==> config.mk <==
export PLATFORM = sky130hd
export DESIGN_NAME = exec_controller
export DESIGN_NICKNAME = d
export VERILOG_FILES = /design/src/rtl/exec_ctrl_pkg.sv /design/src/rtl/exec_cycle_counter.sv /design/src/rtl/exec_controller.sv
export SDC_FILE = /design/constraint.sdc
export NUM_CORES = 1
export LEC_CHECK = 0
export CAP_MARGIN = 20
export CORE_MARGIN = 3
export CORE_UTILIZATION = 34
export CTS_BUF_LIST = sky130_fd_sc_hd__clkbuf_8 sky130_fd_sc_hd__clkbuf_16
export CTS_CLUSTER_DIAMETER = 200
export CTS_CLUSTER_SIZE = 24
export DETAILED_ROUTE_END_ITERATION = 10
export PLACE_DENSITY = 0.85
export SLEW_MARGIN = 40
export SYNTH_ARGS = -nofsm -noshare
export SYNTH_HDL_FRONTEND = slang
export SYNTH_SLANG_ARGS = --single-unit
==> constraint.sdc <==
create_clock -name clk -period 4.67 [get_ports clk]
set_input_delay 0.7005 -clock clk [delete_from_list [all_inputs] [get_ports clk]]
set_output_delay 0.7005 -clock clk [all_outputs]
set_load 0.01 [all_outputs]
==> src/rtl/exec_ctrl_pkg.sv <==
// Shared definitions for the KGP-RISC execution controller.
// Holds the controller state encoding and the command opcodes that
// arrive over the cmd_valid/cmd_ready port.
package exec_ctrl_pkg;

  typedef enum logic [1:0] {
    ST_HOLD    = 2'd0,
    ST_HALTED  = 2'd1,
    ST_RUNNING = 2'd2,
    ST_STEP    = 2'd3
  } exec_state_e;

  localparam logic [1:0] CMD_NOP  = 2'b00;
  localparam logic [1:0] CMD_RUN  = 2'b01;
  localparam logic [1:0] CMD_HALT = 2'b10;
  localparam logic [1:0] CMD_STEP = 2'b11;

  // Commands are only taken while the core is parked or free-running.
  function automatic logic cmdReadyIn(exec_state_e s);
    return (s == ST_HALTED) || (s == ST_RUNNING);
  endfunction

endpackage

==> src/rtl/exec_cycle_counter.sv <==
// Saturating counter of cycles in which the core was allowed to advance.
// Ports:
//   clk, rst  - clock and asynchronous active-high reset
//   i_en      - count this cycle
//   o_count   - current count, sticks at all-ones
module exec_cycle_counter #(
  parameter int CNT_W = 32
) (
  input  logic             clk,
  input  logic             rst,
  input  logic             i_en,
  output logic [CNT_W-1:0] o_count
);

  logic [CNT_W-1:0] r_count;

  // Stop at all-ones so a long run never wraps back to a small value.
  always_ff @(posedge clk or posedge rst) begin
    if (rst) begin
      r_count <= '0;
    end else if (i_en && (r_count != '1)) begin
      r_count <= r_count + CNT_W'(1);
    end
  end

  assign o_count = r_count;

endmodule

==> src/rtl/exec_controller.sv <==
// Run/halt/step sequencer for the single-cycle KGP-RISC core.
// Generates the core-wide advance enable and a held core reset, takes
// RUN/HALT/STEP commands, and stops on a PC breakpoint or a retired
// halt instruction.
// Optional feature macro: EXEC_CYCLE_COUNT_EN enables the saturating
// enabled-cycle counter; without it cycle_count is tied to zero.
// Ports:
//   clk, rst              - clock, asynchronous active-high reset
//   cmd_valid/cmd_op      - command request (NOP/RUN/HALT/STEP)
//   cmd_ready             - command accepted when valid & ready
//   bp_en/bp_addr         - PC breakpoint
//   pc, halt_insn         - current core PC and decoded halt opcode
//   core_en               - core advance enable (combinational)
//   core_rst              - registered reset to the core
//   state                 - HOLD/HALTED/RUNNING/STEP
//   bp_hit                - one-cycle pulse after a breakpoint stop
//   cycle_count           - enabled-cycle count
module exec_controller
  import exec_ctrl_pkg::*;
#(
  parameter int PC_W       = 12,
  parameter int CNT_W      = 32,
  parameter int RESET_HOLD = 4
) (
  input  logic             clk,
  input  logic             rst,
  input  logic             cmd_valid,
  input  logic [1:0]       cmd_op,
  output logic             cmd_ready,
  input  logic             bp_en,
  input  logic [PC_W-1:0]  bp_addr,
  input  logic [PC_W-1:0]  pc,
  input  logic             halt_insn,
  output logic             core_en,
  output logic             core_rst,
  output logic [1:0]       state,
  output logic             bp_hit,
  output logic [CNT_W-1:0] cycle_count
);

  localparam int HOLD_W = (RESET_HOLD > 1) ? $clog2(RESET_HOLD) : 1;
  localparam logic [HOLD_W-1:0] HOLD_LAST = HOLD_W'(RESET_HOLD - 1);

  exec_state_e       r_state;
  exec_state_e       w_nextState;
  logic [HOLD_W-1:0] r_holdCnt;
  logic              r_skipBp;
  logic              r_bpHit;
  logic              r_coreRst;
  logic              w_cmdAccept;
  logic              w_bpMatch;
  logic              w_coreEn;
  logic              w_cmdReady;

  assign w_cmdAccept = cmd_valid && w_cmdReady;

  // skip_bp masks the breakpoint for the first RUNNING cycle so a RUN
  // issued while parked on the breakpoint PC can move past it.
  assign w_bpMatch = (r_state == ST_RUNNING) && bp_en && (pc == bp_addr) && !r_skipBp;

  always_ff @(posedge clk or posedge rst) begin
    if (rst) begin
      r_state <= ST_HOLD;
    end else begin
      r_state <= w_nextState;
    end
  end

  // A breakpoint outranks a HALT command, which outranks halt_insn; all
  // three park the core, but only the breakpoint blocks this cycle.
  always_comb begin
    w_nextState = r_state;
    case (r_state)
      ST_HOLD: begin
        if (r_holdCnt == HOLD_LAST) w_nextState = ST_HALTED;
      end
      ST_HALTED: begin
        if (w_cmdAccept && (cmd_op == CMD_RUN))  w_nextState = ST_RUNNING;
        if (w_cmdAccept && (cmd_op == CMD_STEP)) w_nextState = ST_STEP;
      end
      ST_RUNNING: begin
        if (w_bpMatch || (w_cmdAccept && (cmd_op == CMD_HALT)) || halt_insn) begin
          w_nextState = ST_HALTED;
        end
      end
      ST_STEP: begin
        w_nextState = ST_HALTED;
      end
      default: begin
        w_nextState = ST_HOLD;
      end
    endcase
  end

  // STEP always advances exactly one instruction, ignoring breakpoints.
  always_comb begin
    w_cmdReady = cmdReadyIn(r_state);
    w_coreEn   = 1'b0;
    case (r_state)
      ST_RUNNING: w_coreEn = !w_bpMatch;
      ST_STEP:    w_coreEn = 1'b1;
      default:    w_coreEn = 1'b0;
    endcase
  end

  // The hold counter only advances in HOLD; core_rst is registered from
  // the next state so it falls on the same edge that enters HALTED.
  always_ff @(posedge clk or posedge rst) begin
    if (rst) begin
      r_holdCnt <= '0;
      r_skipBp  <= 1'b0;
      r_bpHit   <= 1'b0;
      r_coreRst <= 1'b1;
    end else begin
      if ((r_state == ST_HOLD) && (r_holdCnt != HOLD_LAST)) begin
        r_holdCnt <= r_holdCnt + HOLD_W'(1);
      end
      if ((r_state == ST_HALTED) && w_cmdAccept && (cmd_op == CMD_RUN)) begin
        r_skipBp <= 1'b1;
      end else if (r_state == ST_RUNNING) begin
        r_skipBp <= 1'b0;
      end
      r_bpHit   <= w_bpMatch;
      r_coreRst <= (w_nextState == ST_HOLD);
    end
  end

  assign cmd_ready = w_cmdReady;
  assign core_en   = w_coreEn;
  assign core_rst  = r_coreRst;
  assign state     = r_state;
  assign bp_hit    = r_bpHit;

`ifdef EXEC_CYCLE_COUNT_EN
  exec_cycle_counter #(
    .CNT_W(CNT_W)
  ) u_cycleCounter (
    .clk    (clk),
    .rst    (rst),
    .i_en   (w_coreEn),
    .o_count(cycle_count)
  );
`else
  assign cycle_count = '0;
`endif

endmodule

==> qor.yml, run 1 <==
status: "complete, no violations"
worstPathArrival_ns: 2.49
hp-class: "reg2reg"
r2r_setup_slack_ns: 2.82
required_ns: 3.97
yosysTopAreaCell: "buf_4"
ir_worst_vdd_mv: 0.1723
path_class: "in2out"
wl_um: 1749
yosys.area_share.simple_pct: 14.62
ys_seq_area_share_pct: 21.69
clkPwrFrac_pct: 18.9
sequentialPowerShare_pct: 24.9
maxCapViolCount: 0
grt_pass1_vias: 637
power_density_nw_per_um2: 408.4
yosysUniqueCellTypes: 26
layout_common_cells: "clkdlybuf4s50_1, conb_1, xor2_1, inv_1"
drive_gt1_share_pct: 6.767
reg2reg_to: "core_rst$_DFF_PP1_"
vias: 652
synth_area_um2: 813.3
cp_top_family: "buffers and inverters"
power.share.combinational_pct: 56.2
synthArstFlopShare_pct: 100.0
grt_max_degree: 8
seqCellArea_um2: 176.4
crit_top_cell: "clkdlybuf4s50_1"
rr_worst_depth: 7
synth_edf_count: 0
multiInputGateArea_um2: 486.7
synth_compound_area_share_pct: 7.385
drt_pass1_iterations: 2
fin_nets: 170
synth_area_leaders: "buf_4, dfrtp_1, xor2_1"
ys_warn_count: 0
routedWlPerCell_um: 10.86
p_int_w: 0.0002842
post-route-drc-count: 0
fillCellCount: 223
crit_path_start_kind: "primary input"
num_rows: 17
p_switching_w: 0.0001772
period_share_pct: 68.37
slew_viol_final: 0
drtAntennaViolNets: 0
ios: 69
die-area_um2: 3015
cts_tree: "yes"
crit_path_top_delay_cell: "clkdlybuf4s50_1"
crit_end: "core_en"
numCtsBuffers: 3
hpwl_um: 1492
path_clk_slew_ns: 0.04
cts_hold_buf: 0
synthMuxAreaShare_pct: 1.385
syn_area_per_cell_um2: 8.652
period_minus_slack_ns: 3.193
syn2layout_area_growth_pct: 38.92
final_hold_viol_count: 0
rsz0062_at_grt: "false"
switching_share_pct: 38.41
yosysTopAreaCellShare_pct: 29.54
post-place-cells: 157
hold_start: "r_holdCnt[0]$_DFFE_PP0P_"
layout_commonest_cell: "clkdlybuf4s50_1"
htree_levels: 1
start_util_pct: 36.41
cts_root_buf: "clkbuf_8"
overflow: 0
grt_pass1_wl_um: 2594
fp.coreArea_um2: 2233
fp.dieW_um: 54.91
cts_resized: 0
slowest_delay_ns: 0.48
ys_ff_latch: 7
r2r-start: "state[0]$_DFF_PP0_"
clock_latency_ns: 0.23
clockBufferDepth: 2
cts.sinks: 7
diodes: 0
gp_congestion: 0.8214
synth_top_family_by_area: "buffers and inverters"
viasPerCell: 4.050
fmaxAchievable_mhz: 313.2
totalPowerFinal_w: 0.0004614
drt_iter0_markers: 3
synthCells: 94
cp.depth: 6
synthAdderAreaFrac_pct: 7.692
grtUsageTotal_pct: 12.72
fin_cells: 161
path_max_fanout: 4
post_cts_buffers: 0
antenna_found_initial: 0
ys.flop_type: "dfrtp_1"
path_cells: "clkdlybuf4s50_1 -> xor2_1 -> nor4_2 -> nand4_1 -> a21o_2 -> clkdlybuf4s50_1"
dieHeight_um: 54.91
cp_num_buf_inv: 2
io_buffers: 36
clock-skew-final_ns: 0.005011
crit_path_start: "bp_addr[11]"
finalSetupTns_ns: 0
cp-end-kind: "primary output"
p_leak_nw: 0.5626
synth-xor-area-share_pct: 14.00
setup_viol: 0
==> metal layers <==
layer | global-route usage, % | wire [um] | vias to the layer above
met5 | 0 | 0 | -
met4 | 8.502 | 24 | 0
met3 | 4.290 | 217 | 2
met2 | 23.23 | 948 | 44
met1 | 11.82 | 558 | 287
li1 | - | - | 319
==> worst min-delay path by stage <==
stage | endpoint | slack, ns | cells past startpoint
5_1_grt | r_holdCnt[0]$_DFFE_PP0P_ | 0.51 | 1
2_1_floorplan | r_holdCnt[1]$_DFFE_PP0P_ | 0.45 | 2
3_5_place_dp | r_holdCnt[0]$_DFFE_PP0P_ | 0.48 | 1
6_report | r_holdCnt[0]$_DFFE_PP0P_ | 0.48 | 1
4_1_cts | r_holdCnt[0]$_DFFE_PP0P_ | 0.49 | 1
3_3_place_gp | r_holdCnt[1]$_DFFE_PP0P_ | 0.46 | 2
==> logic make-up (layout without fill, tap and decap cells) <==
kind of cell               after synthesis  after routing
adders and majority gates                5              5
xor gates and xnor gates                13             13
other                                    1             32
and+or+nand+nor                         21             21
DFF                                      7              7
AOI/OAI and AO/OA                        7              7
muxes                                    1              1
buffers and inverters                   39             47
==> cell usage after synthesis, drive strengths merged, types with 2 or more instances <==
master	number
ha	5
buf	32
nand2	6
nor2	2
xor2	12
nor4	3
nand2b	2
inv	7
dfrtp	6
nor3	4
==> layout make-up <==
cell class,instances,share of cell area (%)
clock buffer,3,3.654
clock inverter,1,0.3322
inverter,7,2.326
multi-input combinational,79,43.08
sequential,7,15.61
tap,28,3.101
timing repair buffer,36,31.89
==> worst reg2reg max path, stage by stage (launching register included) <==
cell and delay, ns:
dfrtp_1 0.45, inv_1 0.11, ha_1 0.34, nand3_1 0.14, mux2_2 0.35, nand2_1 0.08, and3_2 0.19, o21ba_1 0.13
==> flip-flops by register name (all words and copies together), names as in the netlist <==
| register | count |
|---|---|
| bp_hit | 1 |
| r_skipBp | 1 |
| core_rst | 1 |
| state | 2 |
| r_holdCnt | 2 |
==> power by group through the flow <==
stage	registers [W]	logic (W)	clock network, W
5_1_grt	0.000118	0.000290	0.0000912
6_report	0.000115	0.000259	0.0000870
3_5_place_dp	0.000115	0.000256	0
2_1_floorplan	0.000115	0.000175	0
4_1_cts	0.000115	0.000263	0.0000895
3_3_place_gp	0.000112	0.000251	0
==> per-stage QoR <==
step	setup WS, ns	util (%)	hold slack, ns	area (um2)
floorplan	2.453	-	0.4498	929.6
global placement	1.518	48.57	0.4644	1085
detailed placement	1.476	48.57	0.4844	1085
CTS	1.466	50.59	0.4894	1130
global route	1.386	50.59	0.5142	1130
finish	1.477	50.59	0.4834	1130
Note: power is estimated with default switching activity, not from simulation.
==> inputs of run 2 (changes only) <==
CORE_UTILIZATION = 32   (was 34)
PLACE_DENSITY = 0.81   (was 0.85)
clock period = 3.1 ns   (was 4.67 ns; I/O delays follow)
==> qor.yml, run 2 (synthesized netlist as in run 1, its figures left out) <==
status: "complete, no violations"
grt_pass1_wl_um: 2387
fin_area_um2: 1130
cp-end-kind: "primary output"
hp-class: "in2async"
cts_root_buf: "clkbuf_8"
fmaxAchievable_mhz: 373.1
clock-skew-final_ns: 0.001071
fp.dieW_um: 56.42
syn2layout_area_growth_pct: 38.92
numCtsBuffers: 3
power_density_nw_per_um2: 608.3
final_hold_viol_count: 0
post-route-drc-count: 0
ir_worst_vdd_mv: 0.2560
overflow: 0
vias: 662
io_buffers: 36
grt_pass1_vias: 591
maxCapViolCount: 0
path_class: "in2out"
drtAntennaViolNets: 0
power.share.combinational_pct: 57.4
p_leak_nw: 0.5626
layout_common_cells: "clkdlybuf4s50_1, conb_1, xor2_1, inv_1"
period_minus_slack_ns: 2.680
place_area_um2: 1085
required_ns: 2.63
start_util_pct: 35.08
worstPathArrival_ns: 2.22
fin_nets: 170
rsz0062_at_grt: "false"
wl_um: 1557
crit_path_start_kind: "primary input"
ios: 69
num_rows: 17
post-place-cells: 157
grtUsageTotal_pct: 9.458
utilization_pct: 48.73
htree_levels: 1
switching_share_pct: 37.67
dieHeight_um: 56.42
grt_max_degree: 8
routedWlPerCell_um: 9.671
path_max_fanout: 4
gp_congestion: 0.8282
slew_viol_final: 0
setup_viol: 0
cts.sinks: 7
post_cts_buffers: 0
cts_resized: 0
antenna_found_initial: 0
sequentialPowerShare_pct: 24.7
cts_tree: "yes"
rr_worst_depth: 7
viasPerCell: 4.112
clock_latency_ns: 0.22
path_clk_slew_ns: 0.04
clkPwrFrac_pct: 17.9
p_switching_w: 0.0002589
clockBufferDepth: 2
drt_iter0_markers: 4
cts_hold_buf: 0
period_share_pct: 86.46
die-area_um2: 3183
fin_cells: 161
drive_gt1_share_pct: 6.767
diodes: 0
fp.coreArea_um2: 2318
p_int_w: 0.0004284
layout_commonest_cell: "clkdlybuf4s50_1"
hpwl_um: 1419
drt_pass1_iterations: 4
finalSetupTns_ns: 0
==> run 2: routing by layer <==
| metal | vias to the layer above | global-route usage [%] | share of wire (%) |
|---|---|---|---|
| met2 | 56 | 15.86 | 48 |
| met4 | 0 | 4.068 | 1.5 |
| met1 | 284 | 10.71 | 37 |
| li1 | 319 | - | - |
| met3 | 3 | 3.448 | 13 |
| met5 | - | 0 | 0 |
==> run 2: worst paths after layout <==
kind	startpoint	to	slack, ns
hold reg to reg	r_holdCnt[0]$_DFFE_PP0P_	r_holdCnt[0]$_DFFE_PP0P_	0.48
max in group asynchronous	rst	core_rst$_DFF_PP1_	2.39
min in group clk	r_holdCnt[0]$_DFFE_PP0P_	r_holdCnt[0]$_DFFE_PP0P_	0.48
setup / recovery	bp_addr[5]	core_en	0.42
hold / removal	rst	bp_hit$_DFF_PP0_	0.46
setup reg to reg	state[0]$_DFF_PP0_	core_rst$_DFF_PP1_	1.26
==> run 2: critical path, cell delays in order <==
cell             delay, ns
clkdlybuf4s50_1       0.41
xor2_1                0.17
nor4_2                0.27
nand4_1               0.18
a21o_2                0.25
clkdlybuf4s50_1       0.47
==> run 2: power groups by stage <==
stage | clock network (W) | registers [W] | logic, W
floorplan | 0 | 0.000173 | 0.000264
global placement | 0 | 0.000169 | 0.000381
detailed placement | 0 | 0.000171 | 0.000395
CTS | 0.000126 | 0.000170 | 0.000398
global route | 0.000133 | 0.000176 | 0.000437
finish | 0.000123 | 0.000170 | 0.000395
==> run 2: layout make-up <==
cell class | instances | area (um2)
Timing Repair Buffer | 36 | 360.3
Multi-Input combinational cell | 79 | 486.7
Clock inverter | 1 | 3.754
Fill cell | 215 | 1189
Tap cell | 28 | 35.03
Sequential cell | 7 | 176.4
Inverter | 7 | 26.28
Clock buffer | 3 | 41.29
==> run 2: per-stage QoR <==
stage | hold WS (ns) | power [W] | setup slack, ns
floorplan | 0.2677 | 0.0004365 | 1.286
global placement | 0.4641 | 0.0005497 | 0.4141
detailed placement | 0.4739 | 0.0005658 | 0.3852
CTS | 0.4603 | 0.0006932 | 0.3843
global route | 0.4794 | 0.0007460 | 0.2886
finish | 0.4553 | 0.0006873 | 0.4198
